$ cat src/rtl/step_seq.sv
// One-hot step sequencer: walks step 0..lim under run/stall/single-step control,
// pulsing cycle_done on each wrap and stopping gracefully only at the end of a cycle.
//
// state  | meaning
// IDLE   | outputs cleared, waiting for en to start a cycle at step 0
// ACTIVE | sequencing; step is one-hot of step_idx, lim bounds the cycle
module step_seq #(
    parameter int NUM_STEPS = 4,
    parameter int IDX_W     = 2
) (
    input  logic                 clk,
    input  logic                 rst_n,
    input  logic                 en,
    input  logic                 restart,
    input  logic                 stall,
    input  logic                 single,
    input  logic                 step_req,
    input  logic [IDX_W-1:0]     last_step,
    output logic [NUM_STEPS-1:0] step,
    output logic [IDX_W-1:0]     step_idx,
    output logic                 cycle_done,
    output logic                 busy
);

    typedef enum logic {
        IDLE   = 1'b0,
        ACTIVE = 1'b1
    } state_t;

    localparam logic [IDX_W-1:0] MAX_IDX = IDX_W'(NUM_STEPS - 1);

    state_t           state;
    logic [IDX_W-1:0] lim;
    logic             adv;

    function automatic logic [IDX_W-1:0] clamp(input logic [IDX_W-1:0] x);
        return (x > MAX_IDX) ? MAX_IDX : x;
    endfunction

    function automatic logic [NUM_STEPS-1:0] onehot(input logic [IDX_W-1:0] idx);
        logic [NUM_STEPS-1:0] r;
        r = '0;
        for (int k = 0; k < NUM_STEPS; k++) begin
            r[k] = (idx == IDX_W'(k));
        end
        return r;
    endfunction

    assign adv = !stall && (!single || step_req);

    always_ff @(posedge clk or negedge rst_n) begin
        if (!rst_n) begin
            state      <= IDLE;
            step       <= '0;
            step_idx   <= '0;
            cycle_done <= 1'b0;
            busy       <= 1'b0;
            lim        <= MAX_IDX;
        end else begin
            cycle_done <= 1'b0;
            case (state)
                IDLE: begin
                    if (en) begin
                        state    <= ACTIVE;
                        step_idx <= '0;
                        step     <= onehot('0);
                        busy     <= 1'b1;
                        lim      <= clamp(last_step);
                    end
                end
                ACTIVE: begin
                    // restart wins over stall and advance; with en low it aborts outright
                    if (restart) begin
                        step_idx <= '0;
                        if (en) begin
                            step <= onehot('0);
                            lim  <= clamp(last_step);
                        end else begin
                            state <= IDLE;
                            step  <= '0;
                            busy  <= 1'b0;
                        end
                    end else if (adv) begin
                        if (step_idx < lim) begin
                            step_idx <= step_idx + IDX_W'(1);
                            step     <= onehot(step_idx + IDX_W'(1));
                        end else begin
                            cycle_done <= 1'b1;
                            step_idx   <= '0;
                            if (en) begin
                                step <= onehot('0);
                                lim  <= clamp(last_step);
                            end else begin
                                state <= IDLE;
                                step  <= '0;
                                busy  <= 1'b0;
                            end
                        end
                    end
                end
                default: begin
                    state <= IDLE;
                    step  <= '0;
                    busy  <= 1'b0;
                end
            endcase
        end
    end

endmodule

$ cat config.mk
export PLATFORM = sky130hd
export DESIGN_NAME = step_seq
export DESIGN_NICKNAME = d
export VERILOG_FILES = /design/src/rtl/step_seq.sv
export SDC_FILE = /design/constraint.sdc
export NUM_CORES = 1
export LEC_CHECK = 0
export BUFFER_PORTS_ARGS = -buffer_cell sky130_fd_sc_hd__clkbuf_2
export CAP_MARGIN = 25
export CORE_AREA = 2 2 39 41
export CTS_CLUSTER_DIAMETER = 40
export CTS_CLUSTER_SIZE = 8
export DETAILED_ROUTE_END_ITERATION = 10
export DIE_AREA = 0 0 41 43
export PLACE_DENSITY_LB_ADDON = 0.25
export RECOVER_POWER = 25
export SLEW_MARGIN = 30
export SYNTH_ARGS = -nofsm -noshare
export SYNTH_HDL_FRONTEND = slang
export SYNTH_SLANG_ARGS = --single-unit
$ cat constraint.sdc
create_clock -name clk -period 2.2 [get_ports clk]
set_input_delay 0.22 -clock clk [delete_from_list [all_inputs] [get_ports clk]]
set_output_delay 0.22 -clock clk [all_outputs]
set_load 0.01 [all_outputs]
## After elaboration in Yosys (flattened, before gate mapping)

Index checks and enable logic that the tools add are counted.

| word-level totals | value |
|---|---|
| register bits after elaboration | 11 |
| bits in latches | 0 |
| RAM bits | 0 |
| bits in read-only memories | 0 |
| logic and storage cells | 56 |
| memories | 0 |

| operators by class | value |
|---|---|
| add/sub/neg operators | 1 |
| multiply operators | 0 |
| div/mod/pow operators | 0 |
| magnitude comparators | 2 |
| equal/unequal tests | 6 |
| shift operators | 0 |
| muxes and demuxes | 32 |
| bitwise operators | 1 |
| reductions and logical operators | 8 |

Operators with widths:

| operator | count |
|---|---|
| two-way mux 2 bit | 9 |
| two-way mux 4 bit | 4 |
| two-way mux 1 bit | 14 |
| case mux 2 bit (2 select lines) | 2 |
| case mux 4 bit (2 select lines) | 1 |
| equality test 2 bit, second input constant | 2 |
| case mux 1 bit (2 select lines) | 2 |
| AND reduction 2 bit | 2 |
| inequality test 3 x 2 -> 1 bit, second input constant | 1 |
| inequality test 3 bit, second input constant | 1 |
| AND reduction 3 bit | 1 |
| adder 2 x 1 -> 2 bit, second input constant | 1 |
| equality test 2 x 1 -> 1 bit, second input constant | 1 |
| greater-than comparator 2 bit, second input constant | 1 |
| logical NOT 1 bit | 2 |
| logical NOT 2 bit | 1 |
| less-than comparator 2 bit | 1 |
| inequality test 2 bit, second input constant | 1 |
| logical AND 1 bit | 1 |
| logical OR 1 bit | 1 |
| NOT 1 bit | 1 |

## Depth between registers and ports, before layout

| logic depth | value |
|---|---|
| depth in word-level cells | 7 |
| mapped depth | 5 |
| depth with buffers taken out | 5 |

## Worst setup path after synthesis

OpenSTA, ideal clock, no wires.

| path | value |
|---|---|
| path kind | flip-flop to flip-flop |
| start | register lim[1] |
| end | register step[0] |
| data arrival time | 1.525 ns |
| setup slack | 0.549 ns |
| cell stages (with the launch flop) | 6 |
| period minus slack after synthesis | 1.651 ns |
| path through | dfstp_2 inv_1 ha_1 a211oi_4 nor3b_2 a311o_1 |

| on the way | value |
|---|---|
| word-level cells in the longest chain between the ends | 5 |

RTL lines:

| what | RTL line | RTL |
|---|---|---|
| start, declared | 33 | `logic [IDX_W-1:0] lim;` |
| start signal, assigned | 68 | `lim <= clamp(last_step);` |
| start signal, assigned | 77 | `lim <= clamp(last_step);` |
| start signal, assigned | 92 | `lim <= clamp(last_step);` |
| less-than comparator 2 bit | 84 | `if (step_idx < lim) begin` |
| two-way mux 4 bit | 84 |  |
| two-way mux 4 bit | 83 | `end else if (adv) begin` |
| two-way mux 4 bit | 73 | `if (restart) begin` |
| case mux 4 bit (2 select lines) | 61 | `case (state)` |
| end signal, assigned | 66 | `step <= onehot('0);` |
| end signal, assigned | 76 | `step <= onehot('0);` |
| end signal, assigned | 86 | `step <= onehot(step_idx + IDX_W'(1));` |
| end, declared | 19 | `output logic [NUM_STEPS-1:0] step,` |

Every way passes these cells. The select of a mux whose other input is x is not followed.
A chain may end at the register's enable or synchronous reset.

## Worst setup path after layout

Same ends and word-level chain as after synthesis.

==> summary.md <==
| Metric | Value |
|---|---|
| I/O Pins | 17 |
| I/O Buffers | 16 |
| CTS tree | yes |
| Drt total wl | roughly 1.0 mm |
| DRC | 0 |
| Mapped Nets | about 60 |
| Layout Skew | approximately 0.0022 ns |
| # clock sinks | 11 |
| Unrepaired setup endpoints after global routing | no |
| Outcome | finished clean |
| Max Transition Viols Final | 0 |
| Worst skew pair latency | approximately 0.27 ns |
| Diodes inserted | 0 |
| Async S/R FF share, synth | 1.00 |
| Final worst-path cycle share | 0.792 |
| Setup crit end kind | flop |
| All-layer global routing usage | 0.151 |
| # rows | 14 |
| Endpoints failing hold | 0 |
| Drt pass-1 iters | 4 |
| Final ANT Viol Nets | 0 |
| Core Region | between 0.001 and 0.0015 mm2 |
| Finished Layout Cells | 82 |
| Share of layout cells above drive strength 1 | 0.439 |
| Starting density of the core | 0.432 |
| Final Setup Violations | 0 |
| Root buffer cell | clkbuf_4 |
| Top Usage Layer GRT | met2 |
| Clk slew on worst S/H paths | ~0.07 ns |
| Number of synthesized register bits | 11 |
| Worst-path maximum fanout | 5 |
| Nets | 81 |
| Cells after synthesis | 45 |
| Yosys Warn Count | 0 |
| Slew headroom | 0.603 |
| WS Path Type | flop to flop |
| Cell taking the most area after synthesis | dfrtp_1 |
| Worst path arrival time | 1.89 ns |
| Routing usage on met2 | 0.209 |
| Largest net degree at the start of global routing | 12 |
| Worst Path Required | 2.35 ns |
| RD Place Congestion | approximately 0.63 |
| Post-synth cell types | 22 |
| Vias | 423 |
| HPWL Detailed | 791 um |
| Leak pwr | 0.357 nW |
| Die ar. | between 0.0015 and 0.002 mm2 |
| Syn-to-layout area delta | 22.6% |
| First-pass GRT wire length | between 1.5 and 2 mm |
| Antenna violations before repair | 0 |
| Post-layout min period | 1.74 ns |
| Post-synth EDFFs | 0 |
| Setup_tns | 0 ns |
| Hold Crit Class | primary input to flop |
| DRT iter0 DRCs | 6 |
| Gr ovfl total | 0 |
| Synthesized area per cell | between 10 and 15 um2 |
| Slew @ Worst Pin | 0.595 ns |
| Startpoint types | flop |
| Die height | between 40 and 50 um |
| Register area share after synthesis | 0.464 |
| Width of the die | 41 um |
| Most common flop cell mapped by yosys | dfrtp_1 |
| Vias in the first global route | approximately 420 |
| Synthesized area | 598 um2 |
| Post_cts resized | 0 |
| Inserted Clock Buffers | 3 |
| H-tree depth | 1 |
| Fmax | roughly 570 MHz |
| Top cell type's share of synthesized area | 0.377 |
| CTS Buffer Depth | 2 |
| Mean routed wirelength per cell | between 10 and 15 um |
| PD cells | 1010 mW/mm2 |
| Met3 usage | 0.0314 |
| Via density | 5.16 |
| Met1 GRT Util | 0.193 |
| Largest cells by area after synthesis | dfrtp_1 38%, ha_1 10%, dfstp_2 8.8%, a22o_1 5.9%, mux2_1 3.8% |
| Max-Cap Viols | 0 |
| Peak VDD IR | 453 uV |
| Placed cells | 77 |
[report_power, final]
group / switching [W] / leakage, nW / internal, W
registers: 0.0000476 / 0.138 / 0.000268
clock network: 0.0000674 / 0.0150 / 0.0000702
logic: 0.000143 / 0.204 / 0.000142
[sequential cells by signal, indices dropped and copies added, names as in the netlist]
register    count
busy            1
cycle_done      1
step_idx        2
step            4
lim             2
state           1
[cell families after synthesis]
kind of cell / count (synthesis) / share of synthesized area
and+or+nand+nor: 8 / 0.117
DFF: 11 / 0.464
adders and majority gates: 5 / 0.105
muxes: 4 / 0.0816
AOI/OAI and AO/OA: 13 / 0.207
buffers and inverters: 4 / 0.0251
[worst max-delay path, cell delays in order (launching register included)]
cell and delay [ns]:
dfstp_2 0.52, inv_1 0.04, ha_1 0.31, a211oi_4 0.30, nor3b_2 0.11, a311o_1 0.33
[cell usage after synthesis (all sizes together), types with 2 or more instances]
cell,count
a22o,4
inv,4
dfrtp,9
a21oi,3
ha,5
dfstp,2
mux2,4
nand2b,3
[placed cells by master, fill, tap and decap left out, drive strengths merged, types with 2 or more instances in the layout]
cell type,synthesis,routed
inv,4,4
clkbuf,0,20
a22o,4,4
mux2,4,4
nand2b,3,3
dfstp,2,2
ha,5,5
a21oi,3,3
dfrtp,9,9
[cell type report]
| type | instances | area [um2] |
|---|---|---|
| sequential | 11 | 278 |
| tap | 16 | 20.0 |
| fill | 120 | 651 |
| timing repair buffer | 17 | 88.8 |
| inverter | 4 | 15.0 |
| clock buffer | 4 | 26.3 |
| multi-input combinational | 30 | 305 |
[stage by stage]
| step | hold WS, ns | power, W | worst slack, ns | utilization | area [um2] |
|---|---|---|---|---|---|
| floorplan | -0.0756 | 0.000519 | 0.549 | - | 598 |
| detailed placement | 0.115 | 0.000606 | 0.475 | 0.505 | 698 |
| finish | 0.118 | 0.000738 | 0.458 | 0.530 | 733 |
| global route | 0.117 | 0.000805 | 0.383 | 0.530 | 733 |
| CTS | 0.112 | 0.000749 | 0.444 | 0.531 | 734 |
| global placement | 0.116 | 0.000603 | 0.505 | 0.505 | 698 |
[final timing paths]
path | from | end | slack, ns | depth (start not counted)
max | lim[1] | step[0] | 0.46 | 5
min | stall | cycle_done | 0.12 | 2
max reg2reg | lim[1] | step[0] | 0.46 | 5
min reg2reg | step[1] | step[1] | 0.52 | 1
max in group asynchronous | rst_n | step[2] | 1.36 | 2
min in group asynchronous | rst_n | step[0] | 0.46 | 2
[timing repair]
item | in CTS | in global routing
endpoints found under the hold margin | 9 | 0
hold buffers | 1 | 0
buffers inserted | 0 | 0
[per-layer routing]
layer  up-vias  part of all wire
li1        204                 -
met1       200              0.46
met2        15              0.45
met3         4             0.060
met4         0             0.028
met5         -                 0
(Power assumes the default switching activity.)
